==> config.mk <==
export PLATFORM = sky130hd
export DESIGN_NAME = led_pattern_sequencer
export DESIGN_NICKNAME = d
export VERILOG_FILES = /design/src/rtl/led_pattern_sequencer.sv
export SDC_FILE = /design/constraint.sdc
export NUM_CORES = 1
export LEC_CHECK = 0
export ABC_AREA = 1
export ABC_CLOCK_PERIOD_IN_PS = 1640
export CAP_MARGIN = 20
export CORE_ASPECT_RATIO = 0.7
export CORE_MARGIN = 4
export CORE_UTILIZATION = 62
export CTS_BUF_LIST = sky130_fd_sc_hd__clkbuf_4 sky130_fd_sc_hd__clkbuf_8
export DETAILED_ROUTE_END_ITERATION = 10
export PLACE_DENSITY = 0.82
export REMOVE_ABC_BUFFERS = 1
export SLEW_MARGIN = 30
export SYNTH_ARGS = -nofsm -noshare
export SYNTH_HDL_FRONTEND = slang
export SYNTH_SLANG_ARGS = --single-unit
==> constraint.sdc <==
create_clock -name CLOCK -period 1.64 [get_ports CLOCK]
set_input_delay 0.328 -clock CLOCK [delete_from_list [all_inputs] [get_ports CLOCK]]
set_output_delay 0.328 -clock CLOCK [all_outputs]
set_load 0.01 [all_outputs]
==> src/rtl/led_pattern_sequencer.sv <==
// Running-light sequencer for a 4-LED bank: 1 kHz tick prescaler, step counter, pattern modes cycled by KEY.
// Define LED_SEQ_DEBOUNCE_EN to insert a DEBOUNCE_CYC stability filter on the synchronized KEY.
module led_pattern_sequencer #(
  parameter int TICK_DIV     = 50_000,
  parameter int STEP_TICKS   = 250,
  parameter int DEBOUNCE_CYC = 1_000_000
) (
  input  logic       CLOCK,
  input  logic       RESET,
  input  logic       KEY,
  input  logic       PAUSE,
  output logic [3:0] LED,
  output logic [1:0] MODE,
  output logic       STEP
);

  typedef enum logic [1:0] {
    SHIFT_L  = 2'd0,
    SHIFT_R  = 2'd1,
    PINGPONG = 2'd2,
    BLINK    = 2'd3
  } mode_t;

  localparam int PRESC_W = $clog2(TICK_DIV);
  localparam int STEP_W  = $clog2(STEP_TICKS);

  if (TICK_DIV < 2 || STEP_TICKS < 2 || DEBOUNCE_CYC < 1) begin : g_param_check
    $error("led_pattern_sequencer: TICK_DIV and STEP_TICKS must be >= 2, DEBOUNCE_CYC >= 1");
  end

  logic               key_sync_p0;
  logic               key_sync_p1;
  logic               key_cond;
  logic               key_prev_p2;
  logic               key_evt;
  logic [PRESC_W-1:0] presc;
  logic [STEP_W-1:0]  step_cnt;
  logic               tick;
  logic               step_fire;
  logic               dir_up;
  mode_t              mode_q;
  logic [4:0]         nxt;

  // Returns {direction, led} for the next step of the given pattern.
  function automatic logic [4:0] next_pattern(input mode_t md, input logic [3:0] led,
                                              input logic up);
    logic [3:0] nl;
    logic       nu;
    nl = led;
    nu = up;
    case (md)
      SHIFT_L: nl = {led[2:0], led[3]};
      SHIFT_R: nl = {led[0], led[3:1]};
      PINGPONG: begin
        if (up) begin
          if (led == 4'b1000) begin
            nl = 4'b0100;
            nu = 1'b0;
          end else begin
            nl = {led[2:0], 1'b0};
          end
        end else begin
          if (led == 4'b0001) begin
            nl = 4'b0010;
            nu = 1'b1;
          end else begin
            nl = {1'b0, led[3:1]};
          end
        end
      end
      BLINK:   nl = (led == 4'b1111) ? 4'b0000 : 4'b1111;
      default: nl = 4'b0001;
    endcase
    return {nu, nl};
  endfunction

  // Stage p0/p1: two-flop synchronizer; p2: edge-detect register on the conditioned level
  always_ff @(posedge CLOCK) begin
    if (RESET) begin
      key_sync_p0 <= 1'b0;
      key_sync_p1 <= 1'b0;
      key_prev_p2 <= 1'b0;
    end else begin
      key_sync_p0 <= KEY;
      key_sync_p1 <= key_sync_p0;
      key_prev_p2 <= key_cond;
    end
  end

`ifdef LED_SEQ_DEBOUNCE_EN
  localparam int DB_W = $clog2(DEBOUNCE_CYC + 1);

  logic [DB_W-1:0] db_cnt;
  logic            key_db;

  // The accepted level flips only after DEBOUNCE_CYC consecutive samples at the other value.
  always_ff @(posedge CLOCK) begin
    if (RESET) begin
      db_cnt <= '0;
      key_db <= 1'b0;
    end else if (key_sync_p1 == key_db) begin
      db_cnt <= '0;
    end else if (db_cnt == DB_W'(DEBOUNCE_CYC - 1)) begin
      db_cnt <= '0;
      key_db <= key_sync_p1;
    end else begin
      db_cnt <= db_cnt + 1'b1;
    end
  end

  assign key_cond = key_db;
`else
  assign key_cond = key_sync_p1;
`endif

  assign key_evt   = key_cond & ~key_prev_p2;
  assign tick      = (presc == PRESC_W'(TICK_DIV - 1));
  assign step_fire = tick & ~PAUSE & (step_cnt == STEP_W'(STEP_TICKS - 1));
  assign nxt       = next_pattern(mode_q, LED, dir_up);

  // A KEY event restarts the timebase and takes priority over a coincident step.
  always_ff @(posedge CLOCK) begin
    if (RESET) begin
      presc    <= '0;
      step_cnt <= '0;
      mode_q   <= SHIFT_L;
      dir_up   <= 1'b1;
      LED      <= 4'b0001;
      STEP     <= 1'b0;
    end else if (key_evt) begin
      presc    <= '0;
      step_cnt <= '0;
      mode_q   <= mode_t'(mode_q + 2'd1);
      dir_up   <= 1'b1;
      LED      <= 4'b0001;
      STEP     <= 1'b0;
    end else begin
      presc <= tick ? '0 : presc + 1'b1;
      STEP  <= step_fire;
      if (tick && !PAUSE) begin
        step_cnt <= step_fire ? '0 : step_cnt + 1'b1;
      end
      if (step_fire) begin
        dir_up <= nxt[4];
        LED    <= nxt[3:0];
      end
    end
  end

  assign MODE = mode_q;

endmodule

Word-level counts from Yosys, hierarchy flattened
Index checks and enable logic that the tools add are counted.

Muxes and demuxes: 9. Bitwise gates (word level): 5. Add/subtract/negate cells: 3. Reductions and logical operators: 6. Equal/unequal tests: 8.

Operators with widths (count): $add 16x1->16 const B (1); $eq 16x16->1 const B (1); $pmux 4 s4 (1); $mux 4 (3); $add 8x1->8 const B (1); $eq 4x4->1 const B (2); $eq 8x8->1 const B (1); $mux 8 (1); $eq 2x2->1 const B (2); $eq 4x1->1 const B (1); $and 1x1->1 (3); $mux 1 (3); $mux 3 (1); $reduce_or 3->1 (1); $add 2x1->2 const B (1); $eq 2x1->1 const B (1); $logic_not 2->1 (1); $not 1->1 (2); $reduce_and 2->1 (1); $reduce_or 2->1 (1); $logic_and 1x1->1 (1); $logic_not 1->1 (1).

Output and inout bits: 7. Register bits after elaboration: 35. Input port bits: 4. Word-level logic and storage cells: 40.

Logic depth before layout (Yosys ltp)
Depth in word-level cells: 4. Mapped depth: 11. Depth with buffers taken out: 11.

Least setup slack after synthesis
OpenSTA, ideal clock, no wires.

Path kind: reg2reg. Start point: register presc[0]. End point: register LED[0]. Cell stages (with the launch flop): 11. Setup time: 0.123 ns. Clock period less this slack: 1.360 ns. Arrival: 1.237 ns. Path slack: 0.280 ns. Data required time: 1.517 ns. Buffers on the path: 0. Cells stage by stage: dfxtp_1 > ha_1 > nand2_1 > inv_2 > nand2_4 > nor2_4 > nand2_4 > nor2_8 > nand2_1 > nand2_1 > nand3_1.

Word-level cells in the longest chain between the ends: 3.

Ends and longest elaborated chain: from (decl) (line 36) `logic [PRESC_W-1:0] presc;`; from (signal assigned) (line 138) `presc <= tick ? '0 : presc + 1'b1;`; $eq 16x16->1 (line 117) `assign tick = (presc == PRESC_W'(TICK_DIV - 1));`; $and 1x1->1 (2 in a row) (line 118) `assign step_fire = tick & ~PAUSE & (step_cnt == STEP_W'(STEP_TICKS - 1));`; to (signal assigned) (line 145) `LED <= nxt[3:0];`; to (decl) (line 12) `output logic [3:0] LED,`.

Every way passes these cells. A chain may end at the register's enable or synchronous reset.

Final worst setup path
Start point: register LED[1]. End point: output LED[1].

No word-level cell between the ends.

==> impl_metrics.yaml <==
synthesis:
  synth_mux_area_frac: 0
  yosys.area.top_type: "dfxtp_1"
  synth.most_common_cell: "nand2_1"
  synth_area_um2: 2006
  synthFlopType: "dfxtp_1"
  synth_fa_ha_area_frac: 0.04367
  synth_compound_area_frac: 0.06737
  ys_warn_count: 0
  yosysSeqAreaShare: 0.3493
  synth.ff_latch_count: 35
  syn_inst: 295
  synth_area_per_cell_um2: 6.799
  synth.area.top_cells: "dfxtp_1 (35%), nand2_1 (13%), nand3_1 (7.5%)"
  synth-simple-area-share: 0.4211
  synth_cell_types: 32
  async_reset_ff_frac: 0
  synth_top_family_by_area: "simple AND/OR/NAND/NOR gates"
  synth_edf_count: 0
  synth_top_area_share: 0.3493
  synthTopCellsByCount: "nand2_1 (68), inv_1 (39), nor2_1 (38)"
  synth_xor_area_frac: 0.02620
detailed_routing:
  wl_um: 4550
  firstDrtPassIters: 4
  drt_iter0_drc: 193
  drcViolationCount: 0
  viasPerCell: 5.480
  routedWlPerCell_um: 12.78
  ant_nets: 0
  vias: 1951
die:
  io_pins: 11
  core_um2: 2943
  die_x_um: 75.98
  die_y_um: 55.59
  start_util: 0.6815
  die_area_um2: 4223
  num_rows: 16
timing:
  max_slew_margin: 0.7527
  min_period_over_period: 0.9691
  timing.hold.ws_ns: 0.4109
  hold_viol_final: 0
  rsz0062_at_grt: "true"
  finClkSkew_ns: 0.008805
  fin_ws_ns: 0.05072
  max_freq_mhz: 629.2
  finalMaxSlewViolations: 0
  worst_slew_pin_slew_ns: 0.3681
  setup_viol: 0
  period_needed_ns: 1.589
cts:
  clock-root-buffer: "clkbuf_8"
  cts_tree: "built"
  cts_buffers: 5
  clk-insertion-delay-late_ns: 0.29
  cts.reportedPaths.clkPinSlew_ns: 0.08
  htree_levels: 2
  postCtsSetupRepairBufs: 0
  clock_sinks: 35
  clockBufferDepth: 2
  ctsHoldBuffers: 0
worst_setup_path:
  worstPathArrival_ns: 1.26
  required_ns: 1.31
  crit_buf_inv: 1
  cp_max_fo: 8
  crit_chain: "clkdlybuf4s50_1"
  cp_top_family: "buffers and inverters"
  cp_slowest_cell: "clkdlybuf4s50_1"
  critical_path_class: "reg -> out"
  slowest_delay_ns: 0.57
  crit_path_start_kind: "flip-flop"
  crit_path_end_kind: "primary output"
cells_and_area:
  syn_to_final_growth_pct: 18.09
  final_nets: 330
  design_area_um2: 2369
  n_antenna_cell: 0
  regArea_um2: 705.7
  multi_input_comb_area_um2: 1129
  fillers: 213
  final_cells: 356
  drive_above_1_share: 0.1469
place:
  dpl_worst_slack_ns: -0.003301
  port_buffers: 10
  gp_congestion: 0.8897
  dpl.cell_count: 348
  dpl.hpwl_um: 3139
  placed_area_um2: 2218
grt:
  grt_antenna_before_repair: 0
  gr-total-overflow: 0
  grt_pass1_vias: 1746
  grt_max_degree: 13
  grt_pass1_wl_um: 7983
  grt.total_usage: 0.2269
power_and_ir_drop:
  ir_worst_vdd_mv: 0.7204
  p_per_area_nw_per_um2: 807.5
  p_leak_nw: 1.046
  power.total_w: 0.001913
hold_path:
  worst_hold_path_type: "reg -> reg"
flow_run:
  max-cap-violations: 0
outcome:
  status: "finished clean"
-- worst register-to-register path, stage by stage, from the launching register on --
cell and delay [ns]:
dfxtp_2 0.34, ha_1 0.17, nand2_1 0.10, inv_2 0.09, nand2_4 0.06, nor2_4 0.17, nand2_4 0.10, nor2_8 0.15
nand3_1 0.12, a21oi_2 0.15
-- through the flow --
stage                 util    TNS, ns
CTS                 0.8006          0
finish              0.8048          0
global route        0.8048          0
floorplan                -          0
detailed placement  0.7538  -0.003301
global placement    0.7538          0
-- sequential cells by signal, summed over array words and instances (netlist names) --
| name | count |
|---|---|
| presc | 16 |
| step_cnt | 8 |
| LED | 4 |
| MODE | 2 |
| STEP | 1 |
| dir_up | 1 |
| key_cond | 1 |
| key_prev_p2 | 1 |
| key_sync_p0 | 1 |
-- path summary, 6_finish.rpt --
| kind | startpoint | endpoint | slack [ns] | depth (start not counted) |
|---|---|---|---|---|
| worst max-delay path | LED[1]$_SDFFE_PP0N_ | LED[1] | 0.05 | 1 |
| worst min-delay path | key_sync_p0$_SDFF_PP0_ | key_cond$_SDFF_PP0_ | 0.41 | 2 |
| worst max register to register | presc[0]$_SDFF_PP0_ | step_cnt[3]$_SDFFE_PP0P_ | 0.13 | 9 |
| worst min register to register | key_sync_p0$_SDFF_PP0_ | key_cond$_SDFF_PP0_ | 0.41 | 2 |
-- cell usage in the layout, fill, tap and decap left out, types with 2 or more instances in the layout --
cell type	Yosys	layout
nand2_1	68	68
inv_1	39	39
nor2_1	38	38
dfxtp_1	35	31
nand3_1	30	30
a21oi_1	19	18
clkdlybuf4s50_1	0	10
nor3_1	9	9
nand4_1	8	8
buf_4	1	8
inv_2	7	7
ha_1	7	7
xor2_1	6	6
clkbuf_8	0	5
dfxtp_2	0	4
nand2_2	4	4
nor2_4	3	4
nand2_4	2	2
or2_2	2	2
bufinv_16	0	2
-- what timing repair did --
item / in CTS / in global routing
cloned: 0 / 0
gates resized for setup: 1 / 5
endpoints found under the setup margin: 1 / 9
pin swaps: 0 / 0
-- per-layer routing --
metal	global-route usage	part of all wire
met4	0.04061	0.0040
met5	0	0
met1	0.3274	0.50
met2	0.3427	0.43
met3	0.05825	0.064
-- layout make-up --
cell class	count	share of cell area
Multi-Input combinational cell	212	0.4765
Clock inverter	3	0.02853
Sequential cell	35	0.2979
Tap cell	36	0.01902
Timing Repair Buffer	19	0.07607
Inverter	46	0.07290
Clock buffer	5	0.02905
-- kinds of logic (layout without fill, tap and decap cells) --
logic type      count (synthesis)  after routing
compound gates                 25             25
xor+xnor                        6              6
fa+ha+maj                       7              7
buf+inv                        48             73
flops                          35             35
simple gates                  174            174
-- power breakdown --
group          switching (W)  internal, W  leakage, nW
Combinational      0.0000579    0.0000426        0.697
Clock               0.000336     0.000606       0.0644
Sequential        0.00000763     0.000862        0.285
Note: power is estimated with default switching activity, not from simulation.
